--- src/rtl/wb_bus_arbiter_if.sv ---
// Bus bundle for wb_bus_arbiter: instruction and data Wishbone slave ports plus the shared master port.
// The slave modport is the arbiter's view; the master modport is the surrounding core/memory view.
interface wb_bus_arbiter_if;
  logic        iwbs_cyc_i;
  logic        iwbs_stb_i;
  logic [31:0] iwbs_addr_i;
  logic [31:0] iwbs_dat_o;
  logic        iwbs_ack_o;
  logic        iwbs_err_o;

  logic        dwbs_cyc_i;
  logic        dwbs_stb_i;
  logic        dwbs_we_i;
  logic [3:0]  dwbs_sel_i;
  logic [31:0] dwbs_addr_i;
  logic [31:0] dwbs_dat_i;
  logic [31:0] dwbs_dat_o;
  logic        dwbs_ack_o;
  logic        dwbs_err_o;

  logic        wbm_cyc_o;
  logic        wbm_stb_o;
  logic        wbm_we_o;
  logic [3:0]  wbm_sel_o;
  logic [31:0] wbm_addr_o;
  logic [31:0] wbm_dat_o;
  logic [31:0] wbm_dat_i;
  logic        wbm_ack_i;
  logic        wbm_err_i;

  modport slave (
    input  iwbs_cyc_i, iwbs_stb_i, iwbs_addr_i,
    output iwbs_dat_o, iwbs_ack_o, iwbs_err_o,
    input  dwbs_cyc_i, dwbs_stb_i, dwbs_we_i, dwbs_sel_i, dwbs_addr_i, dwbs_dat_i,
    output dwbs_dat_o, dwbs_ack_o, dwbs_err_o,
    output wbm_cyc_o, wbm_stb_o, wbm_we_o, wbm_sel_o, wbm_addr_o, wbm_dat_o,
    input  wbm_dat_i, wbm_ack_i, wbm_err_i
  );

  modport master (
    output iwbs_cyc_i, iwbs_stb_i, iwbs_addr_i,
    input  iwbs_dat_o, iwbs_ack_o, iwbs_err_o,
    output dwbs_cyc_i, dwbs_stb_i, dwbs_we_i, dwbs_sel_i, dwbs_addr_i, dwbs_dat_i,
    input  dwbs_dat_o, dwbs_ack_o, dwbs_err_o,
    input  wbm_cyc_o, wbm_stb_o, wbm_we_o, wbm_sel_o, wbm_addr_o, wbm_dat_o,
    output wbm_dat_i, wbm_ack_i, wbm_err_i
  );
endinterface

--- src/rtl/wb_bus_arbiter.sv ---
// Round-robin arbiter sharing one Wishbone classic bus between instruction and data masters,
// with grant locking for the whole cycle and a per-transfer timeout that forces an error.
module wb_bus_arbiter #(
  parameter int unsigned TIMEOUT_CYCLES = 255,
  parameter int unsigned TMO_W          = 8
) (
  input  logic            clk_i,
  input  logic            rst_i,
  wb_bus_arbiter_if.slave bus
);

  typedef enum logic [1:0] {
    IDLE  = 2'd0,
    GNT_I = 2'd1,
    GNT_D = 2'd2
  } state_t;

  localparam logic [TMO_W-1:0] TMO_LAST = TMO_W'(TIMEOUT_CYCLES - 1);

  state_t            state_q;
  logic              last_gnt_q;  // 0 = instruction, 1 = data
  logic [TMO_W-1:0]  tmo_cnt_q;

  logic gnt_cyc;
  logic term;
  logic tmo_hit;

  always_comb begin
    gnt_cyc = 1'b0;
    if (state_q == GNT_I) gnt_cyc = bus.iwbs_cyc_i;
    if (state_q == GNT_D) gnt_cyc = bus.dwbs_cyc_i;
    term    = bus.wbm_ack_i | bus.wbm_err_i;
    tmo_hit = (TIMEOUT_CYCLES != 0) && (state_q != IDLE) && (tmo_cnt_q == TMO_LAST) && !term;
  end

  // Routing is combinational from the registered grant; IDLE drives everything low.
  always_comb begin
    bus.wbm_cyc_o  = 1'b0;
    bus.wbm_stb_o  = 1'b0;
    bus.wbm_we_o   = 1'b0;
    bus.wbm_sel_o  = '0;
    bus.wbm_addr_o = '0;
    bus.wbm_dat_o  = '0;
    bus.iwbs_dat_o = '0;
    bus.iwbs_ack_o = 1'b0;
    bus.iwbs_err_o = 1'b0;
    bus.dwbs_dat_o = '0;
    bus.dwbs_ack_o = 1'b0;
    bus.dwbs_err_o = 1'b0;
    case (state_q)
      GNT_I: begin
        bus.wbm_cyc_o  = bus.iwbs_cyc_i & ~tmo_hit;
        bus.wbm_stb_o  = bus.iwbs_stb_i & ~tmo_hit;
        bus.wbm_sel_o  = '1;
        bus.wbm_addr_o = bus.iwbs_addr_i;
        bus.iwbs_dat_o = bus.wbm_dat_i;
        bus.iwbs_ack_o = bus.wbm_ack_i;
        bus.iwbs_err_o = bus.wbm_err_i | tmo_hit;
      end
      GNT_D: begin
        bus.wbm_cyc_o  = bus.dwbs_cyc_i & ~tmo_hit;
        bus.wbm_stb_o  = bus.dwbs_stb_i & ~tmo_hit;
        bus.wbm_we_o   = bus.dwbs_we_i;
        bus.wbm_sel_o  = bus.dwbs_sel_i;
        bus.wbm_addr_o = bus.dwbs_addr_i;
        bus.wbm_dat_o  = bus.dwbs_dat_i;
        bus.dwbs_dat_o = bus.wbm_dat_i;
        bus.dwbs_ack_o = bus.wbm_ack_i;
        bus.dwbs_err_o = bus.wbm_err_i | tmo_hit;
      end
      default: ;
    endcase
  end

  always_ff @(posedge clk_i) begin
    if (rst_i) begin
      state_q    <= IDLE;
      last_gnt_q <= 1'b0;
      tmo_cnt_q  <= '0;
    end else begin
      case (state_q)
        IDLE: begin
          tmo_cnt_q <= '0;
          if (bus.iwbs_cyc_i && bus.dwbs_cyc_i)
            state_q <= last_gnt_q ? GNT_I : GNT_D;
          else if (bus.iwbs_cyc_i)
            state_q <= GNT_I;
          else if (bus.dwbs_cyc_i)
            state_q <= GNT_D;
        end
        GNT_I, GNT_D: begin
          if (term || !gnt_cyc || tmo_hit) begin
            state_q    <= IDLE;
            last_gnt_q <= (state_q == GNT_D);
            tmo_cnt_q  <= '0;
          end else if (TIMEOUT_CYCLES != 0) begin
            tmo_cnt_q <= tmo_cnt_q + 1'b1;
          end
        end
        default: state_q <= IDLE;
      endcase
    end
  end

endmodule

--- src/flat_wrapper.sv ---
// flat-port wrapper written by rule: the top's interface ports become plain ports
module wb_bus_arbiter_flat 
#(
  parameter int unsigned TIMEOUT_CYCLES = 255,
  parameter int unsigned TMO_W          = 8
)
  (clk_i, rst_i, bus_iwbs_cyc_i, bus_iwbs_stb_i, bus_iwbs_addr_i, bus_iwbs_dat_o, bus_iwbs_ack_o, bus_iwbs_err_o, bus_dwbs_cyc_i, bus_dwbs_stb_i, bus_dwbs_we_i, bus_dwbs_sel_i, bus_dwbs_addr_i, bus_dwbs_dat_i, bus_dwbs_dat_o, bus_dwbs_ack_o, bus_dwbs_err_o, bus_wbm_cyc_o, bus_wbm_stb_o, bus_wbm_we_o, bus_wbm_sel_o, bus_wbm_addr_o, bus_wbm_dat_o, bus_wbm_dat_i, bus_wbm_ack_i, bus_wbm_err_i);
  wb_bus_arbiter_if bus_i ();
  input  logic clk_i;
  input  logic rst_i;
  input wire logic [$bits(bus_i.iwbs_cyc_i)-1:0] bus_iwbs_cyc_i;
  input wire logic [$bits(bus_i.iwbs_stb_i)-1:0] bus_iwbs_stb_i;
  input wire logic [$bits(bus_i.iwbs_addr_i)-1:0] bus_iwbs_addr_i;
  output wire logic [$bits(bus_i.iwbs_dat_o)-1:0] bus_iwbs_dat_o;
  output wire logic [$bits(bus_i.iwbs_ack_o)-1:0] bus_iwbs_ack_o;
  output wire logic [$bits(bus_i.iwbs_err_o)-1:0] bus_iwbs_err_o;
  input wire logic [$bits(bus_i.dwbs_cyc_i)-1:0] bus_dwbs_cyc_i;
  input wire logic [$bits(bus_i.dwbs_stb_i)-1:0] bus_dwbs_stb_i;
  input wire logic [$bits(bus_i.dwbs_we_i)-1:0] bus_dwbs_we_i;
  input wire logic [$bits(bus_i.dwbs_sel_i)-1:0] bus_dwbs_sel_i;
  input wire logic [$bits(bus_i.dwbs_addr_i)-1:0] bus_dwbs_addr_i;
  input wire logic [$bits(bus_i.dwbs_dat_i)-1:0] bus_dwbs_dat_i;
  output wire logic [$bits(bus_i.dwbs_dat_o)-1:0] bus_dwbs_dat_o;
  output wire logic [$bits(bus_i.dwbs_ack_o)-1:0] bus_dwbs_ack_o;
  output wire logic [$bits(bus_i.dwbs_err_o)-1:0] bus_dwbs_err_o;
  output wire logic [$bits(bus_i.wbm_cyc_o)-1:0] bus_wbm_cyc_o;
  output wire logic [$bits(bus_i.wbm_stb_o)-1:0] bus_wbm_stb_o;
  output wire logic [$bits(bus_i.wbm_we_o)-1:0] bus_wbm_we_o;
  output wire logic [$bits(bus_i.wbm_sel_o)-1:0] bus_wbm_sel_o;
  output wire logic [$bits(bus_i.wbm_addr_o)-1:0] bus_wbm_addr_o;
  output wire logic [$bits(bus_i.wbm_dat_o)-1:0] bus_wbm_dat_o;
  input wire logic [$bits(bus_i.wbm_dat_i)-1:0] bus_wbm_dat_i;
  input wire logic [$bits(bus_i.wbm_ack_i)-1:0] bus_wbm_ack_i;
  input wire logic [$bits(bus_i.wbm_err_i)-1:0] bus_wbm_err_i;
  assign bus_i.iwbs_cyc_i = bus_iwbs_cyc_i;
  assign bus_i.iwbs_stb_i = bus_iwbs_stb_i;
  assign bus_i.iwbs_addr_i = bus_iwbs_addr_i;
  assign bus_iwbs_dat_o = bus_i.iwbs_dat_o;
  assign bus_iwbs_ack_o = bus_i.iwbs_ack_o;
  assign bus_iwbs_err_o = bus_i.iwbs_err_o;
  assign bus_i.dwbs_cyc_i = bus_dwbs_cyc_i;
  assign bus_i.dwbs_stb_i = bus_dwbs_stb_i;
  assign bus_i.dwbs_we_i = bus_dwbs_we_i;
  assign bus_i.dwbs_sel_i = bus_dwbs_sel_i;
  assign bus_i.dwbs_addr_i = bus_dwbs_addr_i;
  assign bus_i.dwbs_dat_i = bus_dwbs_dat_i;
  assign bus_dwbs_dat_o = bus_i.dwbs_dat_o;
  assign bus_dwbs_ack_o = bus_i.dwbs_ack_o;
  assign bus_dwbs_err_o = bus_i.dwbs_err_o;
  assign bus_wbm_cyc_o = bus_i.wbm_cyc_o;
  assign bus_wbm_stb_o = bus_i.wbm_stb_o;
  assign bus_wbm_we_o = bus_i.wbm_we_o;
  assign bus_wbm_sel_o = bus_i.wbm_sel_o;
  assign bus_wbm_addr_o = bus_i.wbm_addr_o;
  assign bus_wbm_dat_o = bus_i.wbm_dat_o;
  assign bus_i.wbm_dat_i = bus_wbm_dat_i;
  assign bus_i.wbm_ack_i = bus_wbm_ack_i;
  assign bus_i.wbm_err_i = bus_wbm_err_i;
  wb_bus_arbiter #(.TIMEOUT_CYCLES(TIMEOUT_CYCLES), .TMO_W(TMO_W)) u_core (.clk_i(clk_i), .rst_i(rst_i), .bus(bus_i));
endmodule
--- config.mk ---
export PLATFORM = sky130hd
export DESIGN_NAME = wb_bus_arbiter_flat
export DESIGN_NICKNAME = d
export VERILOG_FILES = /design/src/rtl/wb_bus_arbiter_if.sv /design/src/rtl/wb_bus_arbiter.sv /design/src/flat_wrapper.sv
export SDC_FILE = /design/constraint.sdc
export NUM_CORES = 1
export LEC_CHECK = 0
export ABC_AREA = 0
export ABC_CLOCK_PERIOD_IN_PS = 2550
export BUFFER_PORTS_ARGS = -buffer_cell sky130_fd_sc_hd__buf_4
export CORE_AREA = 2 2 108 110
export CTS_BUF_LIST = sky130_fd_sc_hd__clkbuf_4
export DETAILED_ROUTE_END_ITERATION = 8
export DIE_AREA = 0 0 110 112
export REMOVE_ABC_BUFFERS = 1
export SLEW_MARGIN = 20
export SYNTH_ARGS = -nofsm -noshare
export SYNTH_HDL_FRONTEND = slang
export SYNTH_SLANG_ARGS = --single-unit
--- constraint.sdc ---
create_clock -name clk_i -period 2.55 [get_ports clk_i]
set_input_delay 0.51 -clock clk_i [delete_from_list [all_inputs] [get_ports clk_i]]
set_output_delay 0.51 -clock clk_i [all_outputs]
set_load 0.01 [all_outputs]
==> impl_metrics.toml <==
[timing]
setup_viol = 1
timing.final.ws_setup_ns = -0.003190
tns_ns = -0.003190
worst_pin_slew_ns = 0.4696
drv_slew = 0
final-hold-violation-count = 0
fin_crit_sh_pct = 100.1
max_freq_mhz = 391.7
slew_headroom_pct = 68.63
skew_ns = 0.008405
period_needed_ns = 2.553
rsz0062_at_grt = "true"

[global_route]
grt_usage_pct = 16.85
grt_overflow_total = 0
grt_pass1_wl_um = 15760
antenna_found_initial = 2
grt_max_degree = 44
grt_pass1_vias = 2700

[detailed_routing]
finalWirelength_um = 11820
routed-via-count = 2892
wl_per_cell_um = 17.17
ant_nets = 0
drtIter0Drc = 188
drt_pass1_iterations = 4
drc = 0
viasPerCell = 4.203

[power_and_ir_drop]
vdd_drop_max_uv = 198.1
total_power_mw = 1.211
p_per_area_mw_per_mm2 = 282.8
p_leak_nw = 2.161

[critical_path]
path_cells = "inv_2 -> ha_4 -> nand4b_1 -> or4_4 -> nor2b_4 -> nor2b_1 -> buf_4"
critical_path.slowest_cell = "or4_4"
critPathBufInv = 2
start_kind = "flip-flop"
cp.arrival_ns = 2.04
path_delay_family = "simple AND/OR/NAND/NOR gates"
cp-end-kind = "output pin"
crit_type = "flip-flop to output pin"
crit_fanout = 5
cp.required_ns = 2.04
crit_path_max_incr_delay_ns = 0.58

[floorplanning]
io_pins = 280
die_x_um = 110
initial_core_util_pct = 17.11
die_y_um = 112
die_area_mm2 = 0.01232
rows = 39
core_mm2 = 0.01117

[layout]
area_growth_pct = 124.0
layout_commonest_cell = "buf_4"
fin_nets = 691
drive_gt1_share_pct = 57.09
utilization_pct = 38.32
final_cell_mix = "292 x buf_4, 99 x and2_1, 40 x nor2b_1"
fillers = 1180

[yosys]
syn_area_mm2 = 0.001912
ys_types = 27
synth_ff_type = "dfxtp_1"
synth_area_leader_cell = "and2_1"
yosys-top-cells-area = "and2_1 32%, nor2b_1 13%, a22oi_1 13%, dfxtp_1 12%, clkbuf_1 4.5%"
ys_ff_latch = 11
synth_top_area_share_pct = 32.40
seq_area_frac_synth_pct = 11.52
synth-edff-count = 0
syn_area_per_cell_um2 = 7.055
async_flop_share_pct = 0
synth_cells = 271
ys_warn_count = 0

[clocking]
cts_tree = "done"
ctsLongestPathBuffers = 2
clk_latency_ns = 0.28
path_clk_slew_ns = 0.08
cts_root_buffer = "clkbuf_4"
ctsHoldBuffers = 0
h-tree-depth = 1
cts-buffers-inserted = 3
cts.sinks = 11

[place]
post-dp-hpwl_um = 9885
port_buffers = 279
gp_congestion = 0.8809

[flow_run]
cap_violations = 0

[run_status]
outcome = "finished, violations left"
violations = "setup timing"

[hold_path]
hold_path_class = "flip-flop to flip-flop"
through the flow:
stage / setup WS (ns) / instance area [um2] / hold WS (ns) / cells
2_1_floorplan: -0.4273 / 1815 / 0.4449 / 246
5_1_grt: -0.05252 / 4277 / 0.5222 / 686
6_report: -0.003190 / 4282 / 0.4776 / 688
3_5_place_dp: 0.2608 / 4182 / 0.4746 / 678
3_3_place_gp: 0.3128 / 4182 / 0.4598 / 678
4_1_cts: 0.009035 / 4214 / 0.4855 / 682
logic make-up (layout without fill, tap and decap cells):
kind of cell	count (synthesis)	after routing	share of synthesized area, %
simple gates	171	171	55.37
compound gates	43	43	18.06
buf+inv	29	301	5.824
flops	11	11	11.52
xor+xnor	7	7	3.207
fa+ha+maj	6	6	3.927
mux	4	4	2.094
other cells	0	2	0
per-layer routing:
metal | GRT usage [%] | vias up | wire, um
met1 | 22.38 | 1307 | 5092
met5 | 0 | - | 13
met2 | 28.30 | 127 | 5617
met4 | 2.869 | 2 | 161
met3 | 3.337 | 16 | 931
li1 | - | 1440 | -
sequential cells by signal, indices dropped and copies added (netlist names):
register           flops
u_core.tmo_cnt_q       8
u_core.last_gnt_q      1
u_core.state_q         2
path summary, 6_finish.rpt:
kind / start / endpoint / slack, ns / cells past startpoint
max: u_core.state_q[0] / bus_dwbs_err_o / -0.003 / 7
min: u_core.last_gnt_q / u_core.last_gnt_q / 0.48 / 2
max reg2reg: u_core.state_q[0] / u_core.tmo_cnt_q[6] / 0.50 / 7
min reg2reg: u_core.last_gnt_q / u_core.last_gnt_q / 0.48 / 2
power breakdown:
part	switching (mW)	internal, mW
Sequential	0.00528	0.178
Combinational	0.400	0.494
Clock	0.0626	0.0713
what timing repair did:
action                                  in CTS  in global routing
endpoints found under the setup margin       2                  2
endpoints found under the hold margin        0                  0
buffers inserted                             0                  4
pin swaps                                    0                  2
resized for setup                            2                  8
final cells by class:
class                   count  area, um2  area share [%]
inverters                   4      15.01          0.3507
repair buffers            293       2212           51.67
multi-input cells         231       1615           37.73
diodes                      2      5.005          0.1169
well taps                 143      178.9           4.179
clock buffers               4      30.03          0.7013
flip-flops and latches     11      225.2           5.260
worst register-to-register path, cell delays in order (launching register included):
cell,delay [ns]
dfxtp_2,0.37
buf_4,0.12
ha_2,0.17
buf_4,0.33
nand3b_1,0.18
a211oi_4,0.40
a31oi_4,0.18
nor3_1,0.21
cells in the mapped netlist (all sizes together), types with 3 or more instances:
cell,n
ha,6
inv,4
a22oi,32
nand2b,6
dfxtp,11
xor2,4
a21oi,6
nor2,4
and2,99
nor3,8
nor2b,41
clkbuf,23
nand2,5
xnor2,3
mux2i,4
Note: power is estimated with default switching activity, not from simulation.
